$ cat src/rtl/riscv_ctrl_pkg.sv
// Shared constants for the RV32 multi-cycle control path: opcodes, FSM
// state encodings, ALU operation selects and fault codes.
package riscv_ctrl_pkg;

    localparam logic [6:0] OPC_R      = 7'b0110011;
    localparam logic [6:0] OPC_LOAD   = 7'b0000011;
    localparam logic [6:0] OPC_STORE  = 7'b0100011;
    localparam logic [6:0] OPC_BRANCH = 7'b1100011;

    // Encodings are visible on state_dbg, so they are pinned explicitly.
    typedef enum logic [3:0] {
        ST_FETCH    = 4'd0,
        ST_DECODE   = 4'd1,
        ST_EXEC_R   = 4'd2,
        ST_R_WB     = 4'd3,
        ST_MEM_ADDR = 4'd4,
        ST_MEM_RD   = 4'd5,
        ST_LD_WB    = 4'd6,
        ST_MEM_WR   = 4'd7,
        ST_BRANCH   = 4'd8,
        ST_FAULT    = 4'd15
    } state_t;

    localparam logic [1:0] ALU_OP_ADD   = 2'b00;
    localparam logic [1:0] ALU_OP_SUB   = 2'b01;
    localparam logic [1:0] ALU_OP_FUNCT = 2'b10;

    localparam logic [1:0] FAULT_NONE    = 2'b00;
    localparam logic [1:0] FAULT_ILLEGAL = 2'b01;
    localparam logic [1:0] FAULT_TIMEOUT = 2'b10;

endpackage

$ cat src/rtl/mem_timeout_ctr.sv
// Counts wait cycles of an outstanding memory request; expired is high in the
// wait cycle that would bring the count to MEM_TIMEOUT (never when MEM_TIMEOUT=0).
module mem_timeout_ctr #(
    parameter int MEM_TIMEOUT = 16
) (
    input  logic clk,
    input  logic rst,
    input  logic clear,
    input  logic inc,
    output logic expired
);

    localparam int W = (MEM_TIMEOUT > 1) ? $clog2(MEM_TIMEOUT) : 1;
    localparam logic [W-1:0] LAST = W'((MEM_TIMEOUT > 0) ? MEM_TIMEOUT - 1 : 0);
    localparam bit ENABLED = (MEM_TIMEOUT > 0);

    logic [W-1:0] cnt;

    // Saturates at LAST; the FSM leaves the request state on the following edge anyway.
    always_ff @(posedge clk) begin
        if (rst || clear) begin
            cnt <= '0;
        end else if (inc && (cnt != LAST)) begin
            cnt <= cnt + 1'b1;
        end
    end

    assign expired = ENABLED && (cnt == LAST);

endmodule

$ cat src/rtl/multicycle_ctrl_fsm.sv
// Multi-cycle control sequencer for an RV32 subset (R-type, lw, sw, beq) with
// a req/ready memory handshake, timeout and illegal-opcode faults, and instret.
module multicycle_ctrl_fsm
    import riscv_ctrl_pkg::*;
#(
    parameter int MEM_TIMEOUT = 16,
    parameter int CNT_W       = 32
) (
    input  logic             clk,
    input  logic             rst,
    input  logic [6:0]       opcode,
    input  logic             zero,
    input  logic             mem_ready,
    output logic             mem_req,
    output logic             mem_we,
    output logic             iord,
    output logic             ir_write,
    output logic             aluout_we,
    output logic             alu_src_a,
    output logic             alu_src_b,
    output logic [1:0]       alu_op,
    output logic             reg_write,
    output logic             mem2reg,
    output logic             pc_write,
    output logic             pc_src,
    output logic             retire,
    output logic [CNT_W-1:0] instret,
    output logic             fault,
    output logic [1:0]       fault_code,
    output logic [3:0]       state_dbg
);

    state_t           state_q, state_d;
    logic [1:0]       fault_code_q, fault_code_d;
    logic [CNT_W-1:0] instret_q;
    logic             expired;

    always_ff @(posedge clk) begin
        if (rst) begin
            state_q      <= ST_FETCH;
            fault_code_q <= FAULT_NONE;
            instret_q    <= '0;
        end else begin
            state_q      <= state_d;
            fault_code_q <= fault_code_d;
            if (retire) begin
                instret_q <= instret_q + CNT_W'(1);
            end
        end
    end

    // Any state change restarts the wait count, so each request gets a fresh budget.
    mem_timeout_ctr #(
        .MEM_TIMEOUT(MEM_TIMEOUT)
    ) u_timeout (
        .clk     (clk),
        .rst     (rst),
        .clear   (state_d != state_q),
        .inc     (mem_req && !mem_ready),
        .expired (expired)
    );

    always_comb begin
        state_d      = state_q;
        fault_code_d = fault_code_q;
        mem_req      = 1'b0;
        mem_we       = 1'b0;
        iord         = 1'b0;
        ir_write     = 1'b0;
        aluout_we    = 1'b0;
        alu_src_a    = 1'b0;
        alu_src_b    = 1'b0;
        alu_op       = ALU_OP_ADD;
        reg_write    = 1'b0;
        mem2reg      = 1'b0;
        pc_write     = 1'b0;
        pc_src       = 1'b0;
        retire       = 1'b0;

        if (!rst) begin
            case (state_q)
                ST_FETCH: begin
                    mem_req = 1'b1;
                    if (mem_ready) begin
                        ir_write = 1'b1;
                        state_d  = ST_DECODE;
                    end
                end
                ST_DECODE: begin
                    alu_src_b = 1'b1;
                    aluout_we = 1'b1;
                    case (opcode)
                        OPC_R:                state_d = ST_EXEC_R;
                        OPC_LOAD, OPC_STORE:  state_d = ST_MEM_ADDR;
                        OPC_BRANCH:           state_d = ST_BRANCH;
                        default: begin
                            state_d      = ST_FAULT;
                            fault_code_d = FAULT_ILLEGAL;
                        end
                    endcase
                end
                ST_EXEC_R: begin
                    alu_src_a = 1'b1;
                    alu_op    = ALU_OP_FUNCT;
                    aluout_we = 1'b1;
                    state_d   = ST_R_WB;
                end
                ST_R_WB: begin
                    reg_write = 1'b1;
                    pc_write  = 1'b1;
                    retire    = 1'b1;
                    state_d   = ST_FETCH;
                end
                ST_MEM_ADDR: begin
                    alu_src_a = 1'b1;
                    alu_src_b = 1'b1;
                    aluout_we = 1'b1;
                    state_d   = (opcode == OPC_STORE) ? ST_MEM_WR : ST_MEM_RD;
                end
                ST_MEM_RD: begin
                    mem_req = 1'b1;
                    iord    = 1'b1;
                    if (mem_ready) begin
                        state_d = ST_LD_WB;
                    end
                end
                ST_LD_WB: begin
                    reg_write = 1'b1;
                    mem2reg   = 1'b1;
                    pc_write  = 1'b1;
                    retire    = 1'b1;
                    state_d   = ST_FETCH;
                end
                ST_MEM_WR: begin
                    mem_req = 1'b1;
                    mem_we  = 1'b1;
                    iord    = 1'b1;
                    if (mem_ready) begin
                        pc_write = 1'b1;
                        retire   = 1'b1;
                        state_d  = ST_FETCH;
                    end
                end
                // ALUOut still holds the target computed in DECODE; the subtract only feeds zero.
                ST_BRANCH: begin
                    alu_src_a = 1'b1;
                    alu_op    = ALU_OP_SUB;
                    pc_write  = 1'b1;
                    pc_src    = zero;
                    retire    = 1'b1;
                    state_d   = ST_FETCH;
                end
                ST_FAULT: begin
                    state_d = ST_FAULT;
                end
                default: begin
                    state_d = ST_FETCH;
                end
            endcase

            // A ready arriving in the expiring cycle completes the transfer instead.
            if (mem_req && !mem_ready && expired) begin
                state_d      = ST_FAULT;
                fault_code_d = FAULT_TIMEOUT;
            end
        end
    end

    assign fault      = !rst && (state_q == ST_FAULT);
    assign fault_code = rst ? FAULT_NONE : fault_code_q;
    assign instret    = rst ? '0 : instret_q;
    assign state_dbg  = rst ? 4'd0 : state_q;

endmodule

$ cat config.mk
export PLATFORM = sky130hd
export DESIGN_NAME = multicycle_ctrl_fsm
export DESIGN_NICKNAME = d
export VERILOG_FILES = /design/src/rtl/riscv_ctrl_pkg.sv /design/src/rtl/mem_timeout_ctr.sv /design/src/rtl/multicycle_ctrl_fsm.sv
export SDC_FILE = /design/constraint.sdc
export NUM_CORES = 1
export LEC_CHECK = 0
export BUFFER_PORTS_ARGS = -buffer_cell sky130_fd_sc_hd__clkbuf_2
export CORE_MARGIN = 1.5
export CORE_UTILIZATION = 40
export DETAILED_ROUTE_END_ITERATION = 10
export MAX_ROUTING_LAYER = met4
export SYNTH_ARGS = -nofsm -noshare
export SYNTH_HDL_FRONTEND = slang
export SYNTH_HIERARCHICAL = 1
export SYNTH_SLANG_ARGS = --single-unit
export TNS_END_PERCENT = 5
$ cat constraint.sdc
create_clock -name clk -period 6.85 [get_ports clk]
set_clock_uncertainty 0.2 [all_clocks]
set_input_delay 1.37 -clock clk [delete_from_list [all_inputs] [get_ports clk]]
set_output_delay 1.37 -clock clk [all_outputs]
set_load 0.03 [all_outputs]
* After elaboration in Yosys (flattened, before gate mapping) *
Cells that the tools add are included.

cells by class
  bitwise logic cells = 1
  reductions and logical operators = 22
  order comparisons = 0
  shift-type cells = 0
  divide/modulo/power cells = 0
  $mul = 0
  muxes and demuxes = 40
  equality and inequality tests = 17
  add/subtract/negate cells = 2

operator list
  cell                                            count
  adder 32 x 1 -> 32 bit (second input constant)  1
  2-to-1 mux 32 bit                               1
  one-hot mux 4 bit (7 select lines)              1
  2-to-1 mux 4 bit                                6
  2-to-1 mux 1 bit                                23
  == test 4 x 3 -> 1 bit (second input constant)  4
  == test 7 x 6 -> 1 bit (second input constant)  2
  == test 4 bit (second input constant)           3
  2-to-1 mux 2 bit                                6
  one-hot mux 4 bit (3 select lines)              1
  OR reduction 3 bit                              4
  OR reduction 2 bit                              5
  == test 4 x 2 -> 1 bit (second input constant)  2
  == test 7 x 2 -> 1 bit (second input constant)  1
  == test 7 bit (second input constant)           1
  logical AND 1 bit                               5
  adder 4 x 1 -> 4 bit (second input constant)    1
  == test 4 x 1 -> 1 bit (second input constant)  1
  zero test 4 bit                                 1
  inequality test 4 bit                           1
  inequality test 4 bit (second input constant)   1
  one-hot mux 2 bit (2 select lines)              1
  AND reduction 2 bit                             2
  OR reduction 4 bit                              1
  other kinds (6)                                 7

word-level totals
  memories kept = 0
  register bits after elaboration = 42
  bits in read-only memories = 0
  bits in latches = 0
  logic and storage cells = 87
  bits of input ports = 11
  RAM bits = 0

* Longest topological paths before layout *
Gate-level depths: netlist (run 1).

  word-level depth = 10
  gate-level depth with buffers = 11
  mapped depth without buffers = 11

* By module *
Netlist (run 1), hierarchy kept.

modules (own cells, without submodules)
  module               cells an instance  sequential area each (um^2)  times used  area an instance (um^2)
  multicycle_ctrl_fsm  320                760.7                        1           2,580.0
  mem_timeout_ctr      22                 80.1                         1           211.5

* Worst setup path after synthesis (run 1) *
No wires, ideal clock.

  path kind = input to output
  start = input rst
  end = output aluout_we
  cell stages on the path = 4
  path buffers = 0
  data arrival time = 3.058 ns
  required time = 5.280 ns
  setup slack = 2.222 ns
  cell sequence = nor2b_1 nand2b_1 nor3_1 or2_2

on the way
  word-level cells in the longest chain between the ends = 1

RTL lines
  element           RTL line                   text
  from (decl)       multicycle_ctrl_fsm.sv:10  input logic rst,
  2-to-1 mux 1 bit  multicycle_ctrl_fsm.sv:80  if (!rst) begin
  to (decl)         multicycle_ctrl_fsm.sv:18  output logic aluout_we,

Every way passes these cells.

* Worst setup path after layout (run 1) *
  start = input mem_ready
  end = output pc_write

on the way
  word-level cells in the longest chain between the ends = 3

RTL lines
  element                             RTL line                    text
  from (decl)                         multicycle_ctrl_fsm.sv:13   input logic mem_ready,
  2-to-1 mux 1 bit                    multicycle_ctrl_fsm.sv:138  if (mem_ready) begin
  one-hot mux 1 bit (2 select lines)  multicycle_ctrl_fsm.sv:81   case (state_q)
  2-to-1 mux 1 bit                    multicycle_ctrl_fsm.sv:80
  to (decl)                           multicycle_ctrl_fsm.sv:24   output logic pc_write,

Every way passes these cells.

==> results of run 1 <==
-- worst max-delay path, delay by kind of cell --
kind,cells,cell delay (ns)
and+or+nand+nor,2,0.33
muxes,1,0.30
AOI/OAI and AO/OA,1,0.66
buffers and inverters,2,0.36
-- cells by family after synthesis --
logic type      after synthesis  synth area share [%]
buf+inv                      28                  5.20
simple gates                196                  42.3
compound gates               42                  10.4
mux                          10                  4.17
fa+ha+maj                     2                 0.896
xor+xnor                     22                  6.90
flops                        42                  30.1
-- final timing paths --
kind,from,endpoint,cells after the start,slack [ns]
min,fault_code_q[0],fault_code_q[0],1,0.26
min reg2reg,fault_code_q[0],fault_code_q[0],1,0.26
max reg2reg,state_q[2],u_timeout/cnt[3],9,3.82
max,mem_ready,pc_write,6,2.24
-- flip-flops by register name, indices dropped and copies added (netlist names) --
name,flops
u_timeout/cnt,4
fault_code_q,2
instret_q,32
state_q,4
-- per-stage QoR --
stage / util (%) / area (um2) / hold WS [ns]
finish: 47.1 / 3180 / 0.265
global route: 47.1 / 3180 / 0.292
CTS: 47.1 / 3180 / 0.273
detailed placement: 45.7 / 3090 / 0.251
global placement: 45.7 / 3090 / 0.252
floorplan: - / 2790 / 0.233
-- power groups by stage --
stage / sequential, uW / clock [uW] / combinational [uW]
final: 326 / 162 / 336
after global placement: 330 / 0 / 335
after global routing: 333 / 180 / 370
after CTS: 325 / 169 / 337
after floorplan: 277 / 0 / 339
after detailed placement: 331 / 0 / 337
-- cells in the mapped netlist (all sizes together), types with 2 or more instances --
| master | instances | area share (%) |
|---|---|---|
| nor3 | 16 | 4.5 |
| nand3 | 16 | 3.7 |
| inv | 5 | 0.67 |
| mux2 | 10 | 4.2 |
| or3 | 5 | 1.1 |
| nor2 | 50 | 6.7 |
| nor3b | 3 | 0.81 |
| nor2b | 41 | 9.2 |
| o22ai | 2 | 0.45 |
| o31ai | 2 | 0.54 |
| and2 | 2 | 0.45 |
| ha | 2 | 0.90 |
| a211oi | 4 | 1.1 |
| xor2 | 2 | 0.63 |
| dfxtp | 42 | 30 |
| o211ai | 3 | 0.99 |
| buf | 11 | 2.9 |
| or2 | 5 | 1.1 |
| xnor2 | 20 | 6.3 |
| and3 | 4 | 0.90 |
| nand2b | 5 | 1.1 |
| nand4b | 3 | 0.94 |
| nand4 | 11 | 3.2 |
| nand2 | 19 | 2.6 |
| a21oi | 12 | 2.2 |
| o21ai | 11 | 2.1 |
| clkbuf | 12 | 1.6 |
| nor4b | 2 | 1.1 |
| nor4 | 8 | 2.5 |
-- cell usage in the layout (no fill, tap or decap), types with 3 or more instances in the layout --
cell / count
sky130_fd_sc_hd__or2_2: 5
sky130_fd_sc_hd__nand3_1: 13
sky130_fd_sc_hd__inv_1: 4
sky130_fd_sc_hd__a211oi_1: 4
sky130_fd_sc_hd__nand4_1: 9
sky130_fd_sc_hd__nand2_1: 19
sky130_fd_sc_hd__mux2_1: 8
sky130_fd_sc_hd__o21ai_0: 10
sky130_fd_sc_hd__nor3b_1: 3
sky130_fd_sc_hd__nor3_4: 4
sky130_fd_sc_hd__nor4_2: 3
sky130_fd_sc_hd__dfxtp_1: 42
sky130_fd_sc_hd__nor3_1: 12
sky130_fd_sc_hd__nor2b_1: 41
sky130_fd_sc_hd__a21oi_1: 12
sky130_fd_sc_hd__clkbuf_2: 63
sky130_fd_sc_hd__and3_1: 4
sky130_fd_sc_hd__nand4b_1: 3
sky130_fd_sc_hd__nor2_1: 50
sky130_fd_sc_hd__xnor2_1: 20
sky130_fd_sc_hd__nand2b_1: 5
sky130_fd_sc_hd__clkbuf_8: 6
sky130_fd_sc_hd__nor4_1: 5
sky130_fd_sc_hd__or3_1: 5
-- cell type report --
class	instances	area share, %
multi-input combinational	272	56.8
sequential	42	26.4
timing repair buffer	64	10.2
tap	80	3.15
clock buffer	7	2.72
inverter	5	0.590
clock inverter	1	0.157
-- metal layers --
metal / part of all wire, % / vias to the layer above / track usage, %
met1: 50 / 1136 / 22.8
met5: 0 / - / -
met3: 4.3 / 3 / 3.62
met2: 45 / 50 / 26.4
li1: - / 1289 / -
met4: 0.38 / 0 / 4.69
==> flow_metrics.py, run 1 <==
metrics = {
    "floorplan": {
        "placementRows": 30,
        "fp.dieH_um": 86.5,
        "core_region_area_mm2": 0.00676,
        "floorplan.die_area_mm2": 0.00749,
        "boundaryPins": 64,
        "die_w_um": 86.5,
        "initial_utilization_pct": 41.3,
    },
    "synthesis": {
        "netlist_area_mm2": 0.00279,
        "synth.net_count": 355,
        "synth_seq_cells": 42,
        "synth_edf_count": 0,
        "yosysUniqueCellTypes": 57,
        "synth_ff_type": "sky130_fd_sc_hd__dfxtp_1",
        "async_flop_share_pct": 0,
        "synthesis.yosys.warnings": 6,
        "synth_cells": 342,
        "synthesis.area_per_instance_um2": 8.16,
        "synth_sequential_area_ratio_pct": 30.1,
    },
    "setup_path": {
        "setup.worst_path.class": "in2out",
        "chain_of_cells_forming_the_critical_path": "clkbuf_2 > nand2b_1 > mux2_4 > a22oi_4 > nor2_1 > clkbuf_2",
        "critical_path.startpoint_type": "input pin",
        "endpoint_kind": "primary output",
        "timing.critical_path.slowest_stage_cell": "sky130_fd_sc_hd__a22oi_4",
        "slowest_delay_ns": 0.66,
        "critical_path.max_fanout": 29,
        "worstPathRequired_ns": 5.28,
        "timing.critical_path.mode_cell": "sky130_fd_sc_hd__clkbuf_2",
        "worst_ep_arrival_time_ns": 3.04,
    },
    "finish": {
        "area_delta_synth_final_pct": 13.9,
        "multi_input_comb_area_mm2": 0.00181,
        "layout_net_count": 403,
        "fraction_of_layout_cells_with_a_size_suffix_above_1_pct": 25.1,
        "fillers": 714,
        "diodes": 0,
        "final-seq-area_um2": 841,
        "finish.cell_count_without_fillers": 471,
    },
    "cts": {
        "worst_skew_pair.late_latency_ns": 0.29,
        "clock_tree.htree_level_count": 2,
        "cts_inserted_buffers": 5,
        "cts.root.buffer_cell": "sky130_fd_sc_hd__clkbuf_8",
        "cts_repair_resize_count": 0,
        "post-cts-setup-buffers": 0,
        "clk_pin_slew_ns": 0.08,
        "clockBufferDepth": 2,
        "tritoncts_num_sinks": 42,
        "cts.hold.buffers_added": 0,
        "clock_tree_from_tritoncts": "built",
    },
    "sta": {
        "least_margin_pin_slew_ns": 0.853,
        "final_hold_viol_count": 0,
        "worst_slew_margin_relative_to_its_limit_pct": 43.1,
        "achievable-frequency_mhz": 217,
        "post-route-period-util_pct": 67.2,
        "fin_tns_setup_ns": 0,
        "unrepaired_setup_endpoints_after_global_routing": "no",
        "finalWorstSetupSlack_ns": 2.24,
        "finalSetupViolCount": 0,
        "maxSlewViolCount": 0,
        "finalWorstPathRequiredPeriod_ns": 4.61,
    },
    "placement": {
        "detailedPlace.worstSlack_ns": 2.23,
        "io_buffers": 63,
        "gpl_congestion": 0.817,
        "placed_cells_incl_taps": 463,
        "hpwlAfterDp_mm": 4.24,
    },
    "route": {
        "routed-via-count": 2478,
        "dr.pass1.iters": 4,
        "detail_route.iter0.violations": 139,
        "antenna_left": 0,
        "routed_wire_length_per_instance_um": 12.4,
        "drcViolationCount": 0,
        "detail_route.vias_per_cell": 5.26,
        "routed_wl_mm": 5.85,
    },
    "power": {
        "power_density_over_cell_area_mw_per_mm2": 259,
        "p_leak_uw": 0.00129,
        "pwr-share-comb_pct": 40.7,
        "power_switching_share_pct": 43.0,
        "power.ir.vdd_worst_v": 0.000142,
        "seq_power_share_pct": 39.6,
        "internal_power_uw": 469,
        "clock_power_share_pct": 19.7,
        "totalPowerFinal_uw": 824,
        "power_switching_uw": 354,
    },
    "min_path": {
        "min_path_type": "reg2reg",
    },
    "grt": {
        "globalRouteOverflowTotal": 0,
        "track_usage_pct": 17.1,
        "first_global_vias": 2265,
        "grt_antenna_before_repair": 0,
        "grt_start_max_net_pins": 60,
        "grt_first_pass_wirelength_mm": 10.3,
    },
    "run_status": {
        "run_status": "completed",
    },
    "run": {
        "drv_cap": 0,
    },
}
Note: power is estimated with default switching activity, not from simulation.
==> run 2, diff against run 1 <==
==> constraint.sdc (replaced) <==
create_clock -name clk -period 3.8 [get_ports clk]
set_clock_uncertainty 0.2 [all_clocks]
set_input_delay 0.76 -clock clk [delete_from_list [all_inputs] [get_ports clk]]
set_output_delay 0.76 -clock clk [all_outputs]
set_load 0.03 [all_outputs]
==> run 2 against run 1 <==
Core utilization rose by 0.81 points. Sequential cell count unchanged. Clock-buffer cell count shrank 2. Critical path type is now reg2reg. Wire length increased by 5.3%. Final cell count grew 1.1%. First-iteration DRC count fell by 16%. Critical path depth up 3. Largest power group unchanged.
==> flow_metrics.py, run 2 (synthesis results as in run 1) <==
metrics = {
    "route": {
        "detail_route.vias_per_cell": 5.37,
        "drcViolationCount": 0,
        "antenna_left": 0,
        "routed_wl_mm": 6.17,
        "routed_wire_length_per_instance_um": 13.0,
        "routed-via-count": 2556,
        "detail_route.iter0.violations": 117,
        "dr.pass1.iters": 4,
    },
    "run": {
        "drv_cap": 0,
    },
    "sta": {
        "post-route-period-util_pct": 78.0,
        "unrepaired_setup_endpoints_after_global_routing": "no",
        "finalWorstSetupSlack_ns": 0.836,
        "achievable-frequency_mhz": 337,
        "least_margin_pin_slew_ns": 0.718,
        "maxSlewViolCount": 0,
        "fin_tns_setup_ns": 0,
        "finalSetupViolCount": 0,
        "worst_slew_margin_relative_to_its_limit_pct": 52.1,
        "final_hold_viol_count": 0,
        "finalWorstPathRequiredPeriod_ns": 2.96,
        "minimum_hold_slack_ns": 0.263,
    },
    "setup_path": {
        "worst_ep_arrival_time_ns": 2.97,
        "endpoint_kind": "flip-flop",
        "chain_of_cells_forming_the_critical_path": "or3_1 > nand2_1 > and2_1 > or4_1 > nand3_1 > o311ai_1 > nor2_1 > o211ai_2 > o41ai_2",
        "timing.critical_path.slowest_stage_cell": "sky130_fd_sc_hd__dfxtp_1",
        "critical_path.startpoint_type": "flip-flop",
        "critical_path.max_fanout": 20,
        "slowest_delay_ns": 0.77,
        "reg2reg_from": "state_q[0]",
        "setup.worst_path.class": "reg2reg",
        "critical_path.startpoint": "state_q[0]",
        "worstPathRequired_ns": 3.81,
    },
    "finish": {
        "regMostFlops": "instret_q",
        "fin_util_pct": 47.9,
        "final_common_cell": "sky130_fd_sc_hd__clkbuf_2",
        "area_delta_synth_final_pct": 15.9,
        "layout_net_count": 408,
        "finish.cell_count_without_fillers": 476,
        "fraction_of_layout_cells_with_a_size_suffix_above_1_pct": 26.3,
        "diodes": 0,
        "final_cell_mix": "sky130_fd_sc_hd__clkbuf_2, sky130_fd_sc_hd__nor2_1, sky130_fd_sc_hd__dfxtp_1, sky130_fd_sc_hd__nor2b_1, sky130_fd_sc_hd__xnor2_1",
        "layout_top_registers": "instret_q (32), state_q (4), u_timeout/cnt (4)",
        "largest_register_ffs": 32,
    },
    "grt": {
        "grt_start_max_net_pins": 39,
        "grt_antenna_before_repair": 0,
        "grt_first_pass_wirelength_mm": 10.4,
        "globalRouteOverflowTotal": 0,
        "first_global_vias": 2249,
        "track_usage_pct": 17.7,
    },
    "power": {
        "power_density_over_cell_area_mw_per_mm2": 488,
        "p_leak_uw": 0.00132,
        "power.ir.vdd_worst_v": 0.000175,
    },
    "floorplan": {
        "floorplan.die_area_mm2": 0.00749,
        "die_w_um": 86.5,
        "placementRows": 30,
        "initial_utilization_pct": 41.3,
        "core_region_area_mm2": 0.00676,
        "fp.dieH_um": 86.5,
        "boundaryPins": 64,
    },
    "cts": {
        "post-cts-setup-buffers": 0,
        "clock_tree.htree_level_count": 2,
        "clk_pin_slew_ns": 0.08,
        "clockBufferDepth": 2,
        "cts_inserted_buffers": 5,
        "tritoncts_num_sinks": 42,
        "cts.root.buffer_cell": "sky130_fd_sc_hd__clkbuf_8",
        "cts.hold.buffers_added": 0,
        "cts_repair_resize_count": 0,
        "worst_skew_pair.late_latency_ns": 0.30,
        "clock_tree_from_tritoncts": "built",
    },
    "placement": {
        "hpwlAfterDp_mm": 4.52,
        "io_buffers": 63,
        "placed_cells_incl_taps": 468,
        "detailedPlace.worstSlack_ns": 0.651,
        "gpl_congestion": 0.857,
    },
    "min_path": {
        "min_path_type": "reg2reg",
        "holdCritStartpoint": "fault_code_q[0]",
    },
    "run_status": {
        "run_status": "completed",
    },
}
-- run 2: power by group --
group	total (uW)	internal (uW)	leakage, uW	switching [uW]
sequential	555	472	0.000339	82.9
clock	354	193	0.0000579	161
combinational	669	247	0.000924	421
-- run 2: final cells by class --
| class | count | area, um2 |
|---|---|---|
| clock buffer | 5 | 68.8 |
| inverter | 5 | 18.8 |
| sequential | 42 | 841 |
| clock inverter | 3 | 40.0 |
| fill | 706 | 3520 |
| timing repair buffer | 69 | 360 |
| tap | 80 | 100 |
| multi-input combinational | 272 | 1810 |
-- run 2: per-stage QoR --
step	cell area, um2	total power [uW]
4_1_cts	3230	1590
3_3_place_gp	3130	1230
2_1_floorplan	2790	1110
6_report	3230	1580
3_5_place_dp	3130	1230
5_1_grt	3230	1680
-- run 2: final timing paths --
kind / depth (start not counted) / to / slack, ns
worst max-delay path: 9 / u_timeout/cnt[3] / 0.84
worst min-delay path: 1 / fault_code_q[0] / 0.26
worst max register to register: 9 / u_timeout/cnt[3] / 0.84
worst min register to register: 1 / fault_code_q[0] / 0.26
-- run 2: worst max-delay path: cells and delay by family (launching register included) --
family	cells	cell delay (ns)
AO/OA/AOI/OAI	3	0.34
flip-flops	1	0.77
AND/OR/NAND/NOR	6	1.56
-- run 2: metal layers --
layer / global-route usage (%) / wire length [um] / up-vias / share of wire (%)
met5: - / 0 / - / 0
met4: 4.25 / 57 / 0 / 0.92
met3: 3.81 / 260 / 5 / 4.2
met2: 26.4 / 2720 / 51 / 44
met1: 24.5 / 3130 / 1208 / 51
li1: - / - / 1292 / -
==> run 3, diff against run 2 <==
--- a/config.mk
+++ b/config.mk
@@ -5,6 +5,7 @@
 export SDC_FILE = /design/constraint.sdc
 export NUM_CORES = 1
 export LEC_CHECK = 0
+export ABC_AREA = 1
 export BUFFER_PORTS_ARGS = -buffer_cell sky130_fd_sc_hd__clkbuf_2
 export CORE_MARGIN = 1.5
 export CORE_UTILIZATION = 40
==> constraint.sdc (replaced) <==
create_clock -name clk -period 2.4 [get_ports clk]
set_clock_uncertainty 0.2 [all_clocks]
set_input_delay 0.48 -clock clk [delete_from_list [all_inputs] [get_ports clk]]
set_output_delay 0.48 -clock clk [all_outputs]
set_load 0.03 [all_outputs]
==> run 3 against run 2 <==
Setup slack got worse by 0.72 ns. Via count increased by 35%. Critical endpoint is now pc_write. Core utilization grew 1.6 points. Critical path type is now reg2out. Sequential power rose by 31%. Largest power group is now registers. Clock power increased by 62%. Sequential cell count unchanged. Largest cell class unchanged.
==> flow_metrics.py, run 3 <==
metrics = {
    "synthesis": {
        "netlist_area_mm2": 0.00301,
        "netlist.top_cell.by_area": "sky130_fd_sc_hd__dfxtp_1",
        "synthesis.area_per_instance_um2": 5.59,
        "cell_with_the_most_instances_after_synthesis": "sky130_fd_sc_hd__nand2_1",
        "async_flop_share_pct": 0,
        "synth_ff_type": "sky130_fd_sc_hd__dfxtp_1",
        "synth_adder_area_share_pct": 0.832,
        "synth_largest_type_area_fraction_pct": 27.9,
        "yosys-top-cells-area": "sky130_fd_sc_hd__dfxtp_1, sky130_fd_sc_hd__nand2_1, sky130_fd_sc_hd__nor2_1",
        "synth-xor-area-share_pct": 1.75,
        "synth_sequential_area_ratio_pct": 27.9,
        "synth_cells": 538,
        "synth.net_count": 551,
        "yosys.area_share.simple_pct": 48.4,
        "fraction_of_the_mapped_netlist_area_in_compound_gates_pct": 9.06,
        "synthMuxAreaShare_pct": 0,
        "synth_edf_count": 0,
        "synth_seq_cells": 42,
        "synthesis.yosys.warnings": 6,
        "synth.top_cells.by_count": "sky130_fd_sc_hd__nand2_1, sky130_fd_sc_hd__nor2_1, sky130_fd_sc_hd__inv_1",
        "yosysUniqueCellTypes": 31,
        "synth_top_family_by_area": "simple AND/OR/NAND/NOR gates",
    },
    "floorplan": {
        "placementRows": 31,
        "die_w_um": 89.7,
        "initial_utilization_pct": 41.5,
        "fp.dieH_um": 89.7,
        "core_region_area_mm2": 0.00725,
        "boundaryPins": 64,
        "floorplan.die_area_mm2": 0.00805,
    },
    "cts": {
        "cts.root.buffer_cell": "sky130_fd_sc_hd__clkbuf_8",
        "tritoncts_num_sinks": 42,
        "clk_pin_slew_ns": 0.08,
        "clock_tree.htree_level_count": 2,
        "clockBufferDepth": 2,
        "cts.hold.buffers_added": 0,
        "cts_inserted_buffers": 5,
        "clock_tree_from_tritoncts": "built",
        "worst_skew_pair.late_latency_ns": 0.30,
    },
    "setup_path": {
        "worst_ep_arrival_time_ns": 1.60,
        "critPathBufInv": 3,
        "critical_path.max_fanout": 6,
        "endpoint_kind": "primary output",
        "worstPathRequired_ns": 1.72,
        "critical_path.startpoint": "state_q[2]",
        "reg2reg_from": "u_timeout/cnt[0]",
        "setup.worst_path.class": "reg2out",
        "slowest_delay_ns": 0.39,
        "cpLargestDelayFamily": "simple AND/OR/NAND/NOR gates",
        "timing.critical_path.slowest_stage_cell": "sky130_fd_sc_hd__dfxtp_4",
        "critical_path.startpoint_type": "flip-flop",
        "chain_of_cells_forming_the_critical_path": "inv_2 > nor2_4 > nand3_2 > nor2_2 > nor2_2 > nand2_4 > nand2_4 > clkinv_2 > clkbuf_4",
    },
    "min_path": {
        "min_path_type": "reg2reg",
        "holdCritStartpoint": "fault_code_q[0]",
    },
    "finish": {
        "final_cell_area_mm2": 0.00359,
        "layout_net_count": 615,
        "regMostFlops": "instret_q",
        "layout_top_registers": "instret_q (32), state_q (4), u_timeout/cnt (4)",
        "final_cell_mix": "sky130_fd_sc_hd__nand2_1, sky130_fd_sc_hd__nor2_1, sky130_fd_sc_hd__inv_1, sky130_fd_sc_hd__clkbuf_2, sky130_fd_sc_hd__dfxtp_1",
        "fraction_of_layout_cells_with_a_size_suffix_above_1_pct": 16.6,
        "final-seq-area_um2": 848,
        "diodes": 0,
        "largest_register_ffs": 32,
        "final_common_cell": "sky130_fd_sc_hd__nand2_1",
        "multi_input_comb_area_mm2": 0.00182,
        "area_delta_synth_final_pct": 19.2,
        "fillers": 810,
    },
    "route": {
        "detail_route.vias_per_cell": 4.93,
        "detail_route.iter0.violations": 176,
        "antenna_left": 0,
        "dr.pass1.iters": 5,
        "routed_wire_length_per_instance_um": 12.3,
        "routed_wl_mm": 8.60,
        "routed-via-count": 3459,
        "drcViolationCount": 0,
    },
    "sta": {
        "finalSetupViolCount": 0,
        "unrepaired_setup_endpoints_after_global_routing": "yes",
        "finalWorstSetupSlack_ns": 0.117,
        "post-route-period-util_pct": 95.1,
        "fin_tns_setup_ns": 0,
        "maxSlewViolCount": 0,
        "achievable-frequency_mhz": 438,
        "worst_slew_margin_relative_to_its_limit_pct": 73.3,
        "final_hold_viol_count": 0,
        "minimum_hold_slack_ns": 0.276,
        "least_margin_pin_slew_ns": 0.397,
        "finalWorstPathRequiredPeriod_ns": 2.28,
    },
    "power": {
        "power_switching_share_pct": 30.1,
        "power.ir.vdd_worst_v": 0.000207,
        "power_density_over_cell_area_mw_per_mm2": 440,
        "p_leak_uw": 0.00154,
        "pwr-share-comb_pct": 17.3,
        "seq_power_share_pct": 46.2,
        "power_switching_uw": 475,
        "clock_power_share_pct": 36.4,
        "internal_power_uw": 1100,
    },
    "run_status": {
        "run_status": "completed",
    },
    "grt": {
        "first_global_vias": 3154,
        "grt_start_max_net_pins": 65,
        "grt_antenna_before_repair": 0,
        "track_usage_pct": 22.5,
        "grt_first_pass_wirelength_mm": 14.7,
        "globalRouteOverflowTotal": 0,
    },
    "run": {
        "drv_cap": 0,
    },
    "placement": {
        "postPlaceCellArea_mm2": 0.00344,
        "io_buffers": 63,
        "gpl_congestion": 0.988,
        "detailedPlace.worstSlack_ns": 0.116,
        "hpwlAfterDp_mm": 6.83,
    },
}
-- run 3: cell count changes in the layout (fill, tap and decap cells not counted), sizes merged, moves of 17 or more --
cell   before  now
a21oi      12   34
nand3      16   33
nor2       50  112
nor2b      41    0
xnor2      20    0
inv         5   72
nand2      19  170
-- run 3: final timing paths --
kind / end / slack (ns) / cells past startpoint
min reg2reg: fault_code_q[0] / 0.28 / 2
max reg2reg: u_timeout/cnt[2] / 0.23 / 14
min: fault_code_q[0] / 0.28 / 2
max: pc_write / 0.12 / 9
-- run 3: what timing repair did --
| item | CTS | global route |
|---|---|---|
| buffers inserted | 1 | 0 |
| cloned | 0 | 0 |
| resized for setup | 9 | 4 |
| pin swaps | 1 | 0 |
| endpoints found under the setup margin | 3 | 7 |
-- run 3: worst min-delay path, delay by kind of cell (launching register included) --
kind / cells / cell delay (ns)
buffers and inverters: 1 / 0.05
AOI/OAI and AO/OA: 1 / 0.07
DFF: 1 / 0.30
-- run 3: power groups by stage --
stage	Sequential, uW	Combinational [uW]	Clock [uW]
2_1_floorplan	738	197	0
3_3_place_gp	743	265	0
3_5_place_dp	743	264	0
4_1_cts	729	272	583
5_1_grt	731	304	609
6_report	729	273	574
-- run 3: layout make-up --
cell class | instances | area share (%)
well taps | 99 | 3.45
clock inverters | 2 | 1.05
flip-flops and latches | 42 | 23.6
multi-input cells | 407 | 50.8
inverters | 74 | 7.78
clock buffers | 6 | 2.02
repair buffers | 72 | 11.2
-- run 3: cells by family after synthesis --
| logic type | Yosys count |
|---|---|
| AO/OA/AOI/OAI | 51 |
| XOR/XNOR | 6 |
| adder cells (fa/ha/maj) | 2 |
| buffers and inverters | 89 |
| flip-flops | 42 |
| AND/OR/NAND/NOR | 348 |
-- run 3: layer usage --
| layer | wire length (um) | track usage [%] |
|---|---|---|
| met1 | 4000 | 28.6 |
| met2 | 4080 | 38.0 |
| met3 | 387 | 3.05 |
| met4 | 130 | 5.56 |
| met5 | 0 | - |
-- run 3: through the flow --
step	utilization (%)	power [uW]	cells
2_1_floorplan	-	935	538
3_3_place_gp	47.4	1010	693
3_5_place_dp	47.4	1010	693
4_1_cts	49.3	1580	702
5_1_grt	49.5	1640	702
6_report	49.5	1580	702
